===== src/rtl/riscv_lsu.sv =====
// RISC-V load/store unit: turns a decoded memory instruction into a single
// data-memory access, stalls the core until memory answers, and extends
// load data to 32 bits.
//
// Ports:
//   clk_i, rst_i        clock, synchronous active-high reset
//   core_req_i/we_i     memory instruction present / store (1) or load (0)
//   core_size_i         access size code (B, H, W, BU, HU)
//   core_addr_i/wd_i    byte address and store data
//   core_rd_o           extended load result (combinational from mem_rd_i)
//   core_stall_o        core must hold its PC and pipeline
//   core_misalign_o     misaligned address or illegal size code
//   mem_req_o/we_o      data-memory request / write enable
//   mem_be_o            byte enables
//   mem_addr_o/wd_o     data-memory address / lane-replicated write data
//   mem_rd_i            data-memory read word
//   mem_ready_i         memory completes the access this cycle
module riscv_lsu (
  input  logic        clk_i,
  input  logic        rst_i,
  input  logic        core_req_i,
  input  logic        core_we_i,
  input  logic [2:0]  core_size_i,
  input  logic [31:0] core_addr_i,
  input  logic [31:0] core_wd_i,
  output logic [31:0] core_rd_o,
  output logic        core_stall_o,
  output logic        core_misalign_o,
  output logic        mem_req_o,
  output logic        mem_we_o,
  output logic [3:0]  mem_be_o,
  output logic [31:0] mem_addr_o,
  output logic [31:0] mem_wd_o,
  input  logic [31:0] mem_rd_i,
  input  logic        mem_ready_i
);

  localparam logic [2:0] LDST_B  = 3'd0;
  localparam logic [2:0] LDST_H  = 3'd1;
  localparam logic [2:0] LDST_W  = 3'd2;
  localparam logic [2:0] LDST_BU = 3'd4;
  localparam logic [2:0] LDST_HU = 3'd5;

  typedef enum logic {
    IDLE = 1'b0,
    BUSY = 1'b1
  } state_t;

  state_t      state_q;
  logic        size_legal;
  logic        aligned;
  logic        access_ok;
  logic        req_valid;
  logic [7:0]  rd_byte;
  logic [15:0] rd_half;

  // Size legality and natural alignment check.
  always_comb begin
    size_legal = 1'b0;
    aligned    = 1'b1;
    case (core_size_i)
      LDST_B, LDST_BU: size_legal = 1'b1;
      LDST_H, LDST_HU: begin
        size_legal = 1'b1;
        aligned    = ~core_addr_i[0];
      end
      LDST_W: begin
        size_legal = 1'b1;
        aligned    = (core_addr_i[1:0] == 2'b00);
      end
      default: size_legal = 1'b0;
    endcase
  end

  assign access_ok = size_legal & aligned;
  assign req_valid = core_req_i & access_ok;

  // State register. A faulting request in BUSY leaves the state untouched;
  // dropping core_req_i in BUSY is a flush and abandons the access.
  always_ff @(posedge clk_i) begin
    if (rst_i) begin
      state_q <= IDLE;
    end else begin
      case (state_q)
        IDLE: if (req_valid) state_q <= BUSY;
        BUSY: begin
          if (!core_req_i)                    state_q <= IDLE;
          else if (req_valid && mem_ready_i)  state_q <= IDLE;
        end
        default: state_q <= IDLE;
      endcase
    end
  end

  // Read-lane selection feeding the load extender.
  always_comb begin
    case (core_addr_i[1:0])
      2'd0:    rd_byte = mem_rd_i[7:0];
      2'd1:    rd_byte = mem_rd_i[15:8];
      2'd2:    rd_byte = mem_rd_i[23:16];
      default: rd_byte = mem_rd_i[31:24];
    endcase
    rd_half = core_addr_i[1] ? mem_rd_i[31:16] : mem_rd_i[15:0];
  end

  // Handshake, byte enables, write replication and load extension.
  // Everything except the fault flag is forced to zero while in reset.
  always_comb begin
    mem_req_o       = 1'b0;
    core_stall_o    = 1'b0;
    mem_be_o        = 4'b0000;
    mem_wd_o        = 32'h0;
    core_rd_o       = 32'h0;
    mem_addr_o      = 32'h0;
    core_misalign_o = core_req_i & ~access_ok;

    if (!rst_i) begin
      mem_req_o    = req_valid;
      // mem_ready_i is ignored in IDLE, so the minimum stall is one cycle.
      core_stall_o = req_valid & ((state_q == IDLE) | ~mem_ready_i);
      mem_addr_o   = core_addr_i;

      if (mem_req_o) begin
        case (core_size_i)
          LDST_B, LDST_BU: mem_be_o = 4'b0001 << core_addr_i[1:0];
          LDST_H, LDST_HU: mem_be_o = core_addr_i[1] ? 4'b1100 : 4'b0011;
          LDST_W:          mem_be_o = 4'b1111;
          default:         mem_be_o = 4'b0000;
        endcase
      end

      case (core_size_i)
        LDST_B, LDST_BU: mem_wd_o = {4{core_wd_i[7:0]}};
        LDST_H, LDST_HU: mem_wd_o = {2{core_wd_i[15:0]}};
        LDST_W:          mem_wd_o = core_wd_i;
        default:         mem_wd_o = 32'h0;
      endcase

      case (core_size_i)
        LDST_B:  core_rd_o = {{24{rd_byte[7]}}, rd_byte};
        LDST_BU: core_rd_o = {24'h0, rd_byte};
        LDST_H:  core_rd_o = {{16{rd_half[15]}}, rd_half};
        LDST_HU: core_rd_o = {16'h0, rd_half};
        LDST_W:  core_rd_o = mem_rd_i;
        default: core_rd_o = 32'h0;
      endcase
    end
  end

  assign mem_we_o = mem_req_o & core_we_i;

endmodule


===== config.mk =====
export PLATFORM = sky130hd
export DESIGN_NAME = riscv_lsu
export DESIGN_NICKNAME = d
export VERILOG_FILES = /design/src/rtl/riscv_lsu.sv
export SDC_FILE = /design/constraint.sdc
export NUM_CORES = 1
export LEC_CHECK = 0
export CAP_MARGIN = 20
export CORE_MARGIN = 4
export CORE_UTILIZATION = 31
export CTS_CLUSTER_SIZE = 10
export DETAILED_ROUTE_END_ITERATION = 10
export PLACE_DENSITY = 0.87
export SYNTH_ARGS = -nofsm -noshare
export SYNTH_HDL_FRONTEND = slang
export SYNTH_SLANG_ARGS = --single-unit

===== constraint.sdc =====
create_clock -name clk_i -period 4.6 [get_ports clk_i]
set_input_delay 0.92 -clock clk_i [delete_from_list [all_inputs] [get_ports clk_i]]
set_output_delay 0.92 -clock clk_i [all_outputs]
set_load 0.03 [all_outputs]

==> results of run 1 <==
==> worst min path at each step <==
stage | end | cells after the start | slack [ps] | from
after CTS | state_q | 2 | 510 | state_q
after floorplan | state_q | 2 | 490 | state_q
after global placement | state_q | 2 | 500 | state_q
final | state_q | 2 | 510 | state_q
after global routing | state_q | 2 | 540 | state_q
after detailed placement | state_q | 2 | 510 | state_q
==> synthesized netlist by cell type (all sizes together) <==
master / count
o31ai: 2
a311oi: 1
and2: 10
clkbuf: 26
a211o: 1
nor2: 2
or4b: 1
nor2b: 35
inv: 2
nand2b: 10
mux2: 18
nor4b: 1
or2: 1
nand3b: 18
a21oi: 58
nor3: 5
nand2: 40
nor3b: 3
buf: 7
mux4: 8
o21ai: 3
a22oi: 17
a21o: 16
mux2i: 1
a222oi: 1
dfxtp: 1
==> layout make-up <==
cell class              count  area [sq um]
fillers                   502          1960
inverters                   2          7.51
multi-input cells         252          1710
flip-flops and latches      1          20.0
well taps                  75          93.8
repair buffers            222          2100
==> metal layers <==
metal,vias to the layer above,GRT usage
met1,1333,0.301
met5,-,0
met4,0,0.0576
li1,1414,-
met3,17,0.0346
met2,149,0.431
==> logic make-up (layout without fill, tap and decap cells) <==
kind of cell / Yosys count / after routing
flops: 1 / 1
compound gates: 99 / 99
simple gates: 126 / 126
mux: 27 / 27
buf+inv: 35 / 224
==> critical path, delay by kind of cell <==
family / cells / cell delay [ps]
and+or+nand+nor: 1 / 420
buffers and inverters: 2 / 1320
AOI/OAI and AO/OA: 2 / 630
==> cells in the final DEF (no fill, tap or decap), types with 2 or more instances in the layout <==
| master | synthesis | layout |
|---|---|---|
| clkdlybuf4s50_1 | 0 | 168 |
| a21oi_1 | 58 | 58 |
| buf_4 | 0 | 52 |
| nand2_1 | 40 | 40 |
| nor2b_1 | 35 | 34 |
| nand3b_1 | 18 | 18 |
| mux2_2 | 17 | 17 |
| a22oi_1 | 17 | 17 |
| a21o_1 | 16 | 16 |
| nand2b_1 | 10 | 10 |
| and2_1 | 10 | 10 |
| mux4_2 | 8 | 8 |
| nor3_1 | 5 | 5 |
| o21ai_0 | 3 | 3 |
| nor3b_1 | 3 | 2 |
| nor2_1 | 2 | 2 |
| inv_1 | 2 | 2 |
| o31ai_1 | 2 | 2 |
==> power by group through the flow <==
stage / sequential (mW) / combinational (mW) / clock [mW]
after floorplan: 0.00941 / 0.216 / 0
after global placement: 0.00942 / 0.411 / 0
after detailed placement: 0.00944 / 0.418 / 0
after CTS: 0.00944 / 0.420 / 0
after global routing: 0.00950 / 0.443 / 0
final: 0.00944 / 0.420 / 0
==> per-stage QoR <==
| stage | utilization | cell area [sq um] | hold slack [ps] |
|---|---|---|---|
| after CTS | 0.667 | 3930 | 511 |
| after detailed placement | 0.667 | 3930 | 512 |
| after floorplan | - | 1880 | 489 |
| after global placement | 0.667 | 3930 | 501 |
| final | 0.667 | 3930 | 507 |
| after global routing | 0.667 | 3930 | 537 |
==> run_results.csv, run 1 <==
group,metric,value,unit
pwr,internal_power,218,uW
yosys,synthSimpleGateAreaFrac,0.377,
placement,place_congestion,0.945,
worst_setup_path,r2r-start,"state_q",
floorplanning,die_x,85.9,microns
timing,fin_crit_sh,0.920,
route,vias,2913,
worst_setup_path,path_common_cell,"clkdlybuf4s50_1",
worst_setup_path,critical_path.endpoint,"core_rd_o[1]",
global_route,track_usage,0.240,
route,antenna_left,0,
pwr,power.share.switching,0.492,
worst_setup_path,slowest_delay,720,ps
global_route,grt_pass1_wl,14.7,mm
yosys,syn-instance-count,288,
pwr,power.share.sequential,0.022,
worst_setup_path,path_max_fanout,15,
hold_path,min_path_type,"reg -> reg",
worst_setup_path,slowest_stage,"clkdlybuf4s50_1",
yosys,synthMuxAreaShare,0.211,
timing,setup_violations,0,
route,drt_wl_total,9.68,mm
worst_setup_path,rrSetupSlack,3820,ps
pwr,p_comb_frac,0.978,
flow_run,drv_cap,0,
floorplanning,die_h,85.9,microns
clocking,cts-resized-gates,0,
pwr,p_switching,211,uW
route,drt_iter0_markers,113,
route,wl_per_cell,17.5,microns
worst_setup_path,crit_start,"core_size_i[0]",
placement,io_buffer_count,207,
finish,diodes,0,
global_route,grt_overflow_total,0,
placement,placed_cells,552,
global_route,grt_pass1_vias,2844,
clocking,postCtsSetupBuffers,0,
worst_setup_path,crit_chain,"clkdlybuf4s50_1, o21ai_0, nand2b_1, a21oi_1, clkdlybuf4s50_1",
timing,setup_ws,369,ps
route,vias_per_cell,5.28,
worst_setup_path,crit_type,"in -> out",
finish,fin_nets,583,
yosys,ys_seq_elements,1,
yosys,synth_seq_area_share,0.0107,
yosys,avgSynthCellArea,6.53,sq um
yosys,synthTopCellsByArea,"a21oi_1 (15%), nor2b_1 (12%), mux2_2 (10%), mux4_2 (9.6%), nand2_1 (8.0%)",
floorplanning,start_util,0.319,
clocking,clock_latency,0,ps
timing,fmax,236,MHz
worst_setup_path,cp.required,3680,ps
floorplanning,io_pins,208,
floorplanning,core_area,5890,sq um
pwr,peakVddDrop,0.0739,mV
timing,rsz0062_at_grt,"false",
route,drc_errors,0,
timing,relSlewSlack,0.550,
yosys,synth_compound_area_frac,0.317,
finish,reg_top3,"state_q: 1 flops",
worst_setup_path,end_kind,"primary output",
timing,finalHoldViolCount,0,
timing,setup_tns,0,ps
pwr,power,429,uW
timing,clock_skew,0,ps
yosys,ys_types,29,
finish,area_delta_synth_final,109,%
yosys,synth_fa_ha_area_frac,0,
finish,largest_reg_flops,1,
yosys,yosys.area.top_type_share,0.154,
route,first_pass_iters,4,
pwr,power_leakage,1.45,nW
pwr,clockPowerShare,0,
finish,layout-drive-gt1-share,0.176,
route,wl_met2,4.84,mm
clocking,holdBufCountCts,0,
worst_setup_path,cp-start-kind,"input port",
pwr,power_density,109,nW/um^2
yosys,yosysTopAreaCell,"a21oi_1",
yosys,synth_warnings,0,
yosys,syn_area,1880,sq um
status,status,"finished clean",
global_route,grt_antenna_before_repair,0,
floorplanning,dieArea,7370,sq um
timing,finalCriticalPeriod,4230,ps
finish,fin_cells,552,
clocking,path_clk_slew,0,ps
finish,top_register,"state_q",
global_route,grt_max_degree,37,
route,wl_met1,3.80,mm
placement,dp_hpwl,7.82,mm
worst_setup_path,arrival,3310,ps
yosys,synth-xor-area-share,0,
yosys,syn_nets,392,
timing,slew_violations,0,
placement,pre_cts_ws,352,ps
yosys,synth_top_family_by_area,"simple AND/OR/NAND/NOR gates",
worst_setup_path,r2r.worst_path.cells,2,
route,route.met3.wl,849,microns
route,topRoutingLayerUsed,"met4",
worst_setup_path,worstReg2RegEnd,"state_q",
floorplanning,rows,28,
timing,tightest_slew,675,ps
Note: power is estimated with default switching activity, not from simulation.
==> run 2: changes to the inputs <==
CAP_MARGIN = 5   (was 20)
TNS_END_PERCENT = 30   (was default)
==> results of run 2 <==
No change in the layout: final DEF, timing and power equal those of run 1.
